File: src/rtl/mem_arbiter.sv
// mem_arbiter
//   Shares one memory port between an instruction-fetch (IF) read requester
//   and a load/store (LS) read/write requester. Every access is sequenced as
//   IDLE -> [WAIT x LATENCY] -> ACCESS -> RESP so that men is a registered,
//   glitch-free pulse lasting exactly one cycle. The memory model performs a
//   write on every cycle where men && mwen, so this pulse shape is essential.
//
// Ports
//   clk, rst               clock (posedge) and asynchronous active-high reset
//   if_req/if_addr         IF read request, held until if_gnt
//   if_gnt                 IF request accepted (combinational, IDLE only)
//   if_rvalid/if_rdata     one-cycle IF read response
//   ls_req/ls_we/ls_addr/  LS request and payload, held until ls_gnt
//   ls_wdata/ls_wmask
//   ls_gnt                 LS request accepted (combinational, IDLE only)
//   ls_rvalid/ls_rdata     one-cycle LS response (rdata is 0 for writes)
//   men/mwen               registered memory enable / write enable
//   raddr/waddr            captured access address
//   wdata/wmask            captured write data / byte mask (mask 0 on reads)
//   rdata                  memory read data, combinational from men/raddr
module mem_arbiter #(
  parameter int AW      = 64,
  parameter int DW      = 64,
  parameter int MW      = 8,
  parameter int LATENCY = 0
) (
  input  logic          clk,
  input  logic          rst,
  input  logic          if_req,
  input  logic [AW-1:0] if_addr,
  output logic          if_gnt,
  output logic          if_rvalid,
  output logic [DW-1:0] if_rdata,
  input  logic          ls_req,
  input  logic          ls_we,
  input  logic [AW-1:0] ls_addr,
  input  logic [DW-1:0] ls_wdata,
  input  logic [MW-1:0] ls_wmask,
  output logic          ls_gnt,
  output logic          ls_rvalid,
  output logic [DW-1:0] ls_rdata,
  output logic          men,
  output logic          mwen,
  output logic [AW-1:0] raddr,
  output logic [AW-1:0] waddr,
  output logic [DW-1:0] wdata,
  output logic [MW-1:0] wmask,
  input  logic [DW-1:0] rdata
);

  typedef enum logic [1:0] {
    IDLE   = 2'd0,
    WAIT   = 2'd1,
    ACCESS = 2'd2,
    RESP   = 2'd3
  } state_t;

  localparam logic [3:0] LAT      = 4'(LATENCY);
  localparam logic       OWNER_IF = 1'b0;
  localparam logic       OWNER_LS = 1'b1;

  state_t        state;
  state_t        state_d;
  logic [3:0]    cnt;
  logic          last_grant;
  logic          owner;
  logic          cap_we;
  logic [AW-1:0] cap_addr;
  logic [DW-1:0] cap_wdata;
  logic [MW-1:0] cap_wmask;
  logic [DW-1:0] resp_data;

  logic          pick_if;
  logic          pick_ls;
  logic          grant;
  logic          acc_we;
  logic [AW-1:0] acc_addr;
  logic [DW-1:0] acc_wdata;
  logic [MW-1:0] acc_wmask;

  // Round-robin pick, only in IDLE. Under contention the requester that did
  // not win last time is chosen. Gated by rst so both grants stay low while
  // reset is asserted.
  always_comb begin
    pick_if = 1'b0;
    pick_ls = 1'b0;
    if (state == IDLE && !rst) begin
      if (if_req && (!ls_req || last_grant == OWNER_LS)) begin
        pick_if = 1'b1;
      end else if (ls_req) begin
        pick_ls = 1'b1;
      end
    end
  end

  assign grant  = pick_if | pick_ls;
  assign if_gnt = pick_if;
  assign ls_gnt = pick_ls;

  // Access payload: taken live from the winner on the grant cycle (needed
  // when LATENCY is 0 and ACCESS follows IDLE directly), else from the
  // captured copy. Reads always carry a zero byte mask.
  always_comb begin
    if (state == IDLE) begin
      acc_we    = pick_ls & ls_we;
      acc_addr  = pick_ls ? ls_addr : if_addr;
      acc_wdata = pick_ls ? ls_wdata : '0;
      acc_wmask = (pick_ls && ls_we) ? ls_wmask : '0;
    end else begin
      acc_we    = cap_we;
      acc_addr  = cap_addr;
      acc_wdata = cap_wdata;
      acc_wmask = cap_wmask;
    end
  end

  // Next-state logic. WAIT leaves when the counter shows 1, which yields
  // exactly LATENCY wait cycles because it was loaded with LATENCY.
  always_comb begin
    state_d = state;
    case (state)
      IDLE:    if (grant) state_d = (LAT != 4'd0) ? WAIT : ACCESS;
      WAIT:    if (cnt == 4'd1) state_d = ACCESS;
      ACCESS:  state_d = RESP;
      RESP:    state_d = IDLE;
      default: state_d = IDLE;
    endcase
  end

  always_ff @(posedge clk or posedge rst) begin
    if (rst) begin
      state <= IDLE;
    end else begin
      state <= state_d;
    end
  end

  // Capture the granted request and run the wait counter.
  always_ff @(posedge clk or posedge rst) begin
    if (rst) begin
      cnt        <= 4'd0;
      last_grant <= OWNER_LS;
      owner      <= OWNER_IF;
      cap_we     <= 1'b0;
      cap_addr   <= '0;
      cap_wdata  <= '0;
      cap_wmask  <= '0;
    end else begin
      if (grant) begin
        cnt        <= LAT;
        last_grant <= pick_ls;
        owner      <= pick_ls;
        cap_we     <= acc_we;
        cap_addr   <= acc_addr;
        cap_wdata  <= acc_wdata;
        cap_wmask  <= acc_wmask;
      end else if (state == WAIT) begin
        cnt <= cnt - 4'd1;
      end
    end
  end

  // Memory port registers. men/mwen are high only for the single cycle the
  // FSM spends in ACCESS; address/data only change on entry to ACCESS.
  always_ff @(posedge clk or posedge rst) begin
    if (rst) begin
      men   <= 1'b0;
      mwen  <= 1'b0;
      raddr <= '0;
      waddr <= '0;
      wdata <= '0;
      wmask <= '0;
    end else begin
      men  <= (state_d == ACCESS);
      mwen <= (state_d == ACCESS) && acc_we;
      if (state_d == ACCESS) begin
        raddr <= acc_addr;
        waddr <= acc_addr;
        wdata <= acc_wdata;
        wmask <= acc_wmask;
      end
    end
  end

  // Response: sample memory data at the end of ACCESS and pulse the owner's
  // rvalid during RESP.
  always_ff @(posedge clk or posedge rst) begin
    if (rst) begin
      resp_data <= '0;
      if_rvalid <= 1'b0;
      ls_rvalid <= 1'b0;
    end else begin
      if_rvalid <= (state == ACCESS) && (owner == OWNER_IF);
      ls_rvalid <= (state == ACCESS) && (owner == OWNER_LS);
      if (state == ACCESS) begin
        resp_data <= cap_we ? '0 : rdata;
      end
    end
  end

  assign if_rdata = resp_data;
  assign ls_rdata = resp_data;

endmodule

File: config.mk
export PLATFORM = sky130hd
export DESIGN_NAME = mem_arbiter
export DESIGN_NICKNAME = d
export VERILOG_FILES = /design/src/rtl/mem_arbiter.sv
export SDC_FILE = /design/constraint.sdc
export NUM_CORES = 1
export LEC_CHECK = 0
export BUFFER_PORTS_ARGS = -buffer_cell sky130_fd_sc_hd__buf_2
export CELL_PAD_IN_SITES_DETAIL_PLACEMENT = 0
export CELL_PAD_IN_SITES_GLOBAL_PLACEMENT = 2
export CORE_AREA = 2 2 236 238
export DETAILED_ROUTE_END_ITERATION = 8
export DIE_AREA = 0 0 238 240
export HOLD_SLACK_MARGIN = 0.15
export PLACE_DENSITY_LB_ADDON = 0.1
export SETUP_SLACK_MARGIN = 0.02
export SYNTH_ARGS = -nofsm -noshare
export SYNTH_HDL_FRONTEND = slang
export SYNTH_SLANG_ARGS = --single-unit
File: constraint.sdc
create_clock -name clk -period 23.8 [get_ports clk]
set_clock_uncertainty 0.1 [all_clocks]
set_input_delay 0 -clock clk [delete_from_list [all_inputs] [get_ports clk]]
set_output_delay 0 -clock clk [all_outputs]
set_load 0.005 [all_outputs]
== Word-level counts from Yosys, hierarchy flattened ==
Cells that the tools add are included.
Cells by class
  $add $sub $neg: 1
  equality and inequality tests: 5
  muxes and demuxes: 18
  bitwise gates (word level): 3
  reductions and logical operators: 11
Operator list (number)
  two-way mux 64 bit: 5
  two-way mux 8 bit: 2
  two-way mux 4 bit: 2
  one-hot mux 2 bit (4 select lines): 1
  == test 2 bit (second input constant): 3
  logical AND 1 bit: 6
  two-way mux 1 bit: 6
  == test 4 x 1 -> 1 bit (second input constant): 1
  two-way mux 2 bit: 2
  subtractor 4 x 1 -> 4 bit (second input constant): 1
  == test 2 x 1 -> 1 bit (second input constant): 1
  zero test 1 bit: 2
  zero test 2 bit: 1
  nonzero test 2 bit: 1
  AND 1 bit: 1
  logical OR 1 bit: 1
  inverter 1 bit: 1
  bitwise OR 1 bit: 1
Storage, ports and cells
  register bits: 349
  input bits: 269
  word-level logic and storage cells: 54

== Longest topological paths before layout ==
  depth in word-level cells: 10
  gate-level depth with buffers: 8

== Least setup slack after synthesis ==
Ideal clock, no wire load.
  path kind: reg-to-reg
  start point: register state[1]
  end point: register waddr[10]
  library setup time: 121 ps
  data arrival time: 1715 ps
  data required time: 23579 ps
  slack: 21864 ps
  stages on the path, launching flop included: 8
  buffers on the path: 3
  period minus slack after synthesis: 1936 ps
  cells stage by stage: dfrtp_1 -> buf_2 -> or4b_4 -> buf_6 -> buf_2 -> o21ai_1 -> nand2_1 -> a22o_1
On the way
  longest elaborated chain between the ends: 7
RTL lines
  start: declaration: line 62  | state_t state;
  start signal: assignment: line 134  | state <= state_d;
  zero test 2 bit: line 87, 104, 121
  logical AND 1 bit: line 87  | if (state == IDLE && !rst) begin
  two-way mux 1 bit: line 87
  bitwise OR 1 bit: line 96  | assign grant = pick_if | pick_ls;
  two-way mux 2 bit: line 122  | IDLE: if (grant) state_d = (LAT != 4'd0) ? WAIT : ACCESS;
  one-hot mux 2 bit (4 select lines): line 121  | case (state)
  == test 2 bit: line 176  | if (state_d == ACCESS) begin
  end signal: assignment: line 178  | waddr <= acc_addr;
  end: declaration: line 45  | output logic [AW-1:0] waddr,
Parallel ways exist; a longest one is shown, timed or not.
A chain may end at the register's enable or synchronous reset.

== Worst setup path in the final report ==
  start point: register state[1]
  end point: output port ls_gnt
On the way
  longest elaborated chain between the ends: 3
RTL lines
  zero test 2 bit: line 87
  logical AND 1 bit: line 87
  two-way mux 1 bit: line 87
  end: declaration: line 39  | output logic ls_gnt,
No other way between the ends.

==> results_dict.tcl <==
set metrics [dict create \
    finalMaxSlewViolations 0 \
    cp_max_fo 79 \
    finalSetupTns_ns 0 \
    postPlaceCellArea_um2 18900 \
    period_share_pct 17.6 \
    worst_ep_required_time_ns 23.70 \
    ir_worst_vdd_v 0.0000954 \
    r2r_slack_ns 20.01 \
    wl_met3_um 3500 \
    final_util_pct 45.6 \
    critical_path_class "reg2out" \
    wl_per_cell_um 19.0 \
    postRouteWirelength_um 62000 \
    final.setup.worst_slack_ns 19.60 \
    worstPathArrival_ns 4.10 \
    gp_congestion 0.740 \
    drc 0 \
    place_ws_ns 20.04 \
    hold_slack_ns 0.155 \
    placedCellCount 2710 \
    fin_cells 3258 \
    core.rowCount 86 \
    yosys_warnings 0 \
    hpwl_um 37700 \
    dieWidth_um 238 \
    met1_length_um 26900 \
    maxCapViolations 0 \
    grt-ovfl-total 0 \
    cts_root_buf "clkbuf_16" \
    ioPinCount 603 \
    vias_per_cell 4.79 \
    cts_buffers 44 \
    grt_pass1_vias 15600 \
    synth_seq_cells 349 \
    clkLatencyLatePin_ns 0.57 \
    rsz0062_at_grt "false" \
    routed.top_layer "met5" \
    synth_ff_type "dfrtp_1" \
    power_mw 3.16 \
    cts_tree "built" \
    dr_wl_met2_um 30200 \
    mostFrequentLayoutCell "buf_2" \
    worst-slew-pin-transition_ns 1.16 \
    r2r_cells 5 \
    initial_core_util_pct 29.9 \
    layout.nets 2786 \
    syn_to_final_growth_pct 52.4 \
    final-setup-viol-count 0 \
    post_route_cells_drive_above_1_share_pct 29.3 \
    min_path_type "in2async" \
    finalHoldViolCount 0 \
    crit_path_start_kind "flip-flop" \
    max_freq_mhz 238 \
    layout_common_cells "602 x buf_2, 463 x dlygate4sd3_1, 348 x dfrtp_1, 346 x nor2_1, 136 x a22o_1" \
    grt_max_degree 203 \
    syn_nets 1924 \
    synth_cells 1653 \
    clock_path_buffers 3 \
    netlist_area_um2 16400 \
    die-area_um2 57100 \
    vias 15600 \
    seq_area_frac_synth_pct 53.4 \
    outcome "complete, no violations" \
    async_reset_ff_share_pct 100 \
    final_area_um2 24900 \
    synth.distinct_cells 36 \
    port_buffers 602 \
    avgSynthCellArea_um2 9.90 \
    core_um2 54700 \
    synth_enable_flop_cells 0 \
    r2r_end "wdata[44]" \
    antenna_found_initial 8 \
    drt_iter0_drc 763 \
    power.density_nw_per_um2 127 \
    final_antenna_net_count 0 \
    first_pass_iters 5 \
    numClockSinks 349 \
    track_usage_pct 21.2 \
    slew_headroom_pct 22.4 \
    p_leak_nw 11.7 \
    rr_startpoint "state[1]" \
    clk_pin_slew_ns 0.06 \
    post-route-min-period_ns 4.20 \
    dieHeight_um 240 \
    endpoint_kind "primary output" \
    h-tree-depth 2 \
    grt_pass1_wl_um 94300 \
    post_cts_resized 0 \
]
power by group:
group / switching (mW) / internal (mW) / total, mW / leakage [nW]
Clock: 0.267 / 0.404 / 0.671 / 0.711
Combinational: 0.722 / 0.652 / 1.37 / 6.83
Sequential: 0.219 / 0.892 / 1.11 / 4.16
Total: 1.21 / 1.95 / 3.16 / 11.7
flip-flops by register name, summed over array words and instances (netlist names):
signal,flops
cap_addr,64
cap_wdata,64
if_rdata,64
waddr,64
wdata,64
cap_wmask,8
wmask,8
cnt,4
state,2
cap_we,1
if_rvalid,1
last_grant,1
ls_rvalid,1
men,1
mwen,1
owner,1
worst max-delay path by stage:
stage | start | to | cells past startpoint
6_report | state[1] | ls_gnt | 4
3_3_place_gp | state[1] | wdata[42] | 5
5_1_grt | state[1] | ls_gnt | 4
2_1_floorplan | rst | cap_addr[0] | 1
4_1_cts | state[1] | ls_gnt | 4
3_5_place_dp | state[1] | wdata[45] | 5
critical path, stage by stage, from the launching register on:
cell and delay (ns):
dfrtp_1 0.49, or4b_4 0.98, nor2_8 0.79, buf_4 0.91, buf_2 0.26
area by class of cell:
class | instances | area [µm²]
Fill cell | 5414 | 29700
Inverter | 5 | 27.5
Sequential cell | 349 | 8730
Clock buffer | 71 | 1330
Tap cell | 704 | 881
Clock inverter | 9 | 110
Antenna cell | 5 | 12.5
Multi-Input combinational cell | 1034 | 6050
Timing Repair Buffer | 1081 | 7790
cells by family (layout without fill, tap and decap cells):
group | count (synthesis) | after routing | synth area share [%]
flip-flops | 349 | 349 | 53.4
other | 0 | 5 | 0
buffers and inverters | 270 | 1166 | 10.0
adder cells (fa/ha/maj) | 2 | 2 | 0.153
AO/OA/AOI/OAI | 472 | 472 | 22.2
XOR/XNOR | 3 | 3 | 0.161
AND/OR/NAND/NOR | 557 | 557 | 14.1
cell usage after synthesis, types with 2 or more instances:
| cell type | n | area, µm² |
|---|---|---|
| a21oi_1 | 2 | 10.0 |
| a221oi_1 | 22 | 193 |
| a221oi_2 | 50 | 751 |
| a22o_1 | 136 | 1190 |
| a31oi_1 | 129 | 807 |
| and3_1 | 2 | 12.5 |
| buf_1 | 5 | 18.8 |
| buf_2 | 42 | 210 |
| buf_4 | 135 | 1010 |
| buf_6 | 3 | 33.8 |
| buf_8 | 4 | 60.1 |
| clkbuf_1 | 76 | 285 |
| dfrtp_1 | 348 | 8710 |
| ha_1 | 2 | 25.0 |
| inv_1 | 4 | 15.0 |
| nand2_1 | 131 | 492 |
| nand2b_1 | 67 | 419 |
| nor2_1 | 348 | 1310 |
| o21ai_0 | 90 | 450 |
| o21ai_1 | 40 | 200 |
| xnor2_1 | 2 | 17.5 |
layer usage:
layer | GRT usage [%] | vias up
met3 | 4.05 | 81
met2 | 35.6 | 453
met5 | 0 | -
met1 | 27.7 | 7638
met4 | 6.12 | 6
li1 | - | 7414
timing repair:
item | 4_1_cts | 5_1_grt
hold buffers | 463 | 0
buffers inserted | 0 | 0
hold endpoints to repair | 462 | 0
setup endpoints to repair | 0 | 0
No activity file was read; power rests on OpenSTA's default activity.
